File: config.mk
export PLATFORM = sky130hd
export DESIGN_NAME = ram1
export DESIGN_NICKNAME = d
export VERILOG_FILES = /design/src/rtl/ram1_pkg.sv /design/src/rtl/ram1_array.sv /design/src/rtl/ram1.sv
export SDC_FILE = /design/constraint.sdc
export NUM_CORES = 1
export LEC_CHECK = 0
export CAP_MARGIN = 5
export CORE_ASPECT_RATIO = 0.5
export CORE_MARGIN = 3
export CORE_UTILIZATION = 41
export CTS_CLUSTER_SIZE = 24
export DETAILED_ROUTE_END_ITERATION = 8
export PLACE_DENSITY_LB_ADDON = 0.25
export SKIP_LAST_GASP = 1
export SLEW_MARGIN = 20
export SYNTH_ARGS = -nofsm -noshare
export SYNTH_HDL_FRONTEND = slang
export SYNTH_SLANG_ARGS = --single-unit
File: constraint.sdc
create_clock -name clk -period 2 [get_ports clk]
set_input_delay 0.4 -clock clk [delete_from_list [all_inputs] [get_ports clk]]
set_output_delay 0.4 -clock clk [all_outputs]
set_load 0.005 [all_outputs]
File: src/rtl/ram1_pkg.sv
// Shared definitions for the ram1 single-port memory: default geometry
// constants and the per-cycle access type decoded from cs/rw.
package ram1_pkg;

    localparam int DATA_W_DEF = 4;
    localparam int ADDR_W_DEF = 4;
    localparam int DEPTH      = 2 ** ADDR_W_DEF;

    typedef enum logic [1:0] {
        IDLE  = 2'd0,
        READ  = 2'd1,
        WRITE = 2'd2
    } op_t;

    // Classify the access presented in the current cycle.
    function automatic op_t decode_op(input logic cs, input logic rw);
        if (!cs) begin
            return IDLE;
        end
        return rw ? READ : WRITE;
    endfunction

endpackage

File: src/rtl/ram1_array.sv
// Storage for ram1: 2**ADDR_W words of WORD_W bits, one write port,
// combinational read of the addressed word and synchronous clear of
// every word while rst is high. rst wins over a simultaneous write.
module ram1_array #(
    parameter int WORD_W = 4,
    parameter int ADDR_W = 4
) (
    input  logic              clk,
    input  logic              rst,
    input  logic              we,
    input  logic [ADDR_W-1:0] addr,
    input  logic [WORD_W-1:0] wdata,
    output logic [WORD_W-1:0] rdata
);

    localparam int DEPTH_L = 2 ** ADDR_W;

    logic [WORD_W-1:0] mem_q [DEPTH_L];
    logic [WORD_W-1:0] mem_d [DEPTH_L];

    genvar gi;
    generate
        for (gi = 0; gi < DEPTH_L; gi++) begin : g_word
            // Next value of this word: load wdata only when addressed by a write.
            always_comb begin
                mem_d[gi] = mem_q[gi];
                if (we && (addr == ADDR_W'(gi))) begin
                    mem_d[gi] = wdata;
                end
            end

            // Word register with synchronous clear.
            always_ff @(posedge clk) begin
                if (rst) begin
                    mem_q[gi] <= '0;
                end else begin
                    mem_q[gi] <= mem_d[gi];
                end
            end
        end
    endgenerate

    assign rdata = mem_q[addr];

endmodule

File: src/rtl/ram1.sv
// ram1 top: single-port RAM with registered read data (1-cycle latency),
// no write-through, idle cycles hold the outputs. Optional per-word even
// parity is enabled by defining RAM1_PARITY_EN; without it perr stays 0.
module ram1
    import ram1_pkg::*;
#(
    parameter int DATA_W = DATA_W_DEF,
    parameter int ADDR_W = ADDR_W_DEF
) (
    input  logic              clk,
    input  logic              rst,
    input  logic [DATA_W-1:0] d,
    input  logic [ADDR_W-1:0] addr,
    input  logic              cs,
    input  logic              rw,
    output logic [DATA_W-1:0] o,
    output logic              perr
);

`ifdef RAM1_PARITY_EN
    localparam int WORD_W = DATA_W + 1;
`else
    localparam int WORD_W = DATA_W;
`endif

    op_t               op;
    logic [WORD_W-1:0] wr_word;
    logic [WORD_W-1:0] rd_word;
    logic [DATA_W-1:0] o_q;
    logic [DATA_W-1:0] o_d;
    logic              perr_q;
    logic              perr_d;

    assign op = decode_op(cs, rw);

`ifdef RAM1_PARITY_EN
    // Parity bit sits above the data bits in each stored word.
    assign wr_word = {^d, d};
`else
    assign wr_word = d;
`endif

    ram1_array #(
        .WORD_W (WORD_W),
        .ADDR_W (ADDR_W)
    ) u_array (
        .clk   (clk),
        .rst   (rst),
        .we    (op == WRITE),
        .addr  (addr),
        .wdata (wr_word),
        .rdata (rd_word)
    );

    // Output/flag next values: only a read updates them, everything else holds.
    always_comb begin
        o_d    = o_q;
        perr_d = perr_q;
        if (op == READ) begin
            o_d = rd_word[DATA_W-1:0];
`ifdef RAM1_PARITY_EN
            perr_d = (^rd_word[DATA_W-1:0]) != rd_word[DATA_W];
`else
            perr_d = 1'b0;
`endif
        end
    end

    // Output registers, cleared by reset.
    always_ff @(posedge clk) begin
        if (rst) begin
            o_q    <= '0;
            perr_q <= 1'b0;
        end else begin
            o_q    <= o_d;
            perr_q <= perr_d;
        end
    end

    assign o    = o_q;
    assign perr = perr_q;

endmodule

==> results.ini <==
[worst_setup_path]
path_buf_inv = 1
crit_chain = clkdlybuf4s50_1 > nand2b_1 > nand2b_1 > nor2_1 > and3_1
cp-end-kind = flip-flop
worst_path_most_repeated_cell = nand2b_1
worst-r2r-setup-slack_ns = 0.59
cp.arrival_ns = 2.23
critPathMaxStageDelay_ns = 0.71
cpMaxStageDelayCell = nor2_1
cp_top_family = simple AND/OR/NAND/NOR gates
crit_type = in -> reg
required_ns = 2.19
cp_max_fo = 16
cp-start-kind = input pin

[synthesis]
synth_largest_area_cell = edfxtp_1
ys_types = 35
synth_edf_count = 64
async_flop_share_pct = 0
synth_top_area_share_pct = 57.7
synthTopCellsByArea = edfxtp_1 58%, and3_1 12%, mux2i_1 6.0%, mux4_2 4.1%, nand2_1 3.2%
ys_seq_area_share_pct = 60.1
syn_area_per_cell_um2 = 12.5
ys.flop_type = edfxtp_1
synth_cells = 266
synth_nets = 278
synth_seq_cells = 68
ys_warn_count = 0
syn_area_um2 = 3330

[pwr]
total_power_uw = 3490
total_leakage_power_uw = 0.00171
powerDensity_nw_per_um2 = 865
worst_ir_drop_vdd_mv = 0.356

[min_path]
holdCritPathClass = reg -> reg

[drt]
drt_pass1_iterations = 5
ant_nets = 0
drc_errors = 0
vias = 2221
post_drt_wl_per_cell_um = 18.2
first_iter_violations = 164
routed_via_density = 5.42
drt-total-wl_um = 7480

[finish]
antenna_cells = 0
layout.nets = 309
fin_util_pct = 53.0
final_cell_mix = 64 x and3_1, 64 x edfxtp_1, 28 x nand2_1
stdcell_area_um2 = 4030
syn2layout_area_growth_pct = 21.0
nFillCells = 655
drive_gt1_share_pct = 18.2

[placement]
portBuffers = 15
dp_hpwl_um = 5150
dpl_cell_area_um2 = 3740
gp_congestion = 0.857

[clock_tree]
cts_setup_buffers = 0
cts_made_buffers = 9
cts_buffer_depth = 2
cts_sinks = 68
htreeDepth = 3
cts_tree = built
insertion_delay_ns = 0.33
hold_buffers = 0
cts.clk_slew.worst_paths_ns = 0.05
cts_root_buf = clkbuf_16

[global_routing]
grt_max_degree = 18
antenna_found_initial = 0
track_usage_pct = 17.0
grt_overflow = 0
grt_pass1_vias = 2295
grt_pass1_wl_um = 11900

[die]
ioPinCount = 17
fp-row-count = 22
die_y_um = 69.7
initial_core_util_pct = 43.9
die_area_um2 = 9310
core_um2 = 7600
fp.dieW_um = 133

[timing]
fin_crit_ns = 2.05
finalCritPeriodShare_pct = 102
drv_slew = 0
worst_slew_pin_slew_ns = 0.886
fmax_ghz = 0.489
relSlewSlack_pct = 40.7
rsz0062_at_grt = yes
hold_viol = 0
setup_viol = 16
setup_slack_ns = -0.0464
whs_ns = 0.503
setup_tns_ns = -0.469
skew_ns = 0.00525

[outcome]
outcome = finished, violations left
violations = negative setup slack

[flow_run]
maxCapViolations = 0

[what timing repair did]
action / in CTS / in global routing
gates resized for setup: 1 / 1
pin swaps: 0 / 0
endpoints found under the setup margin: 9 / 34
[registers in the layout (all words and copies together), names as in the netlist]
signal and cells:
o 4, u_array.mem_q 64
[metal layers]
layer / part of all wire, % / vias up / wire, um / GRT usage [%]
li1: - / 1066 / - / -
met1: 43 / 1074 / 3180 / 21.2
met2: 50 / 68 / 3770 / 27.8
met3: 5.3 / 13 / 398 / 5.58
met4: 1.7 / 0 / 129 / 6.04
met5: 0 / - / 0 / 0
[final timing paths]
path | cells after the start | to | startpoint
min reg2reg | 2 | o[2] | o[2]
max reg2reg | 4 | o[3] | u_array.mem_q[14][3]
max | 5 | u_array.mem_q[13][1] | rw
min | 2 | o[2] | o[2]
[cell families after synthesis]
logic type      count (synthesis)  synth area share (%)
buf+inv                        26                  4.32
flops                          68                  60.1
mux                            27                  10.4
simple gates                  122                  20.1
other cells                     1                 0.113
compound gates                 22                  4.99
[synth_stat cells (2+ instances only)]
library cell  count
o22ai_1           6
mux2i_1          20
a221oi_1          2
buf_4             2
nand2b_1          6
nor2_1           12
a311oi_1          2
o21ai_1           6
dfxtp_1           4
edfxtp_1         64
nand3b_1          2
nand3_1           2
and2_1            2
mux4_2            6
nand2_1          28
clkbuf_1         11
and3_1           64
buf_6             4
buf_2             7
[per-stage QoR]
step | setup slack, ns | std cells
after floorplan | 0.324 | 266
after global placement | -0.289 | 394
after CTS | -0.0109 | 410
after detailed placement | -0.354 | 394
final | -0.0464 | 410
after global routing | -0.154 | 410
[worst reg2reg max path: cells and delay by family, from the launching register on]
kind	cells	cell delay, ns
mux	2	0.68
flops	1	0.36
simple gates	1	0.10
compound gates	1	0.15
[cell type report]
class	instances	area [um^2]	area share [%]
clock buffers	11	233	5.77
clock inverters	5	52.6	1.30
inverters	1	3.75	0.0931
multi-input cells	172	1190	29.5
flip-flops and latches	68	2000	49.7
well taps	108	135	3.35
repair buffers	45	415	10.3
[report_power, final]
| group | leakage [uW] | internal (uW) | switching (uW) |
|---|---|---|---|
| logic | 0.000925 | 145 | 179 |
| registers | 0.000643 | 1640 | 24.8 |
| clock network | 0.000141 | 958 | 545 |
Note: power is estimated with default switching activity, not from simulation.
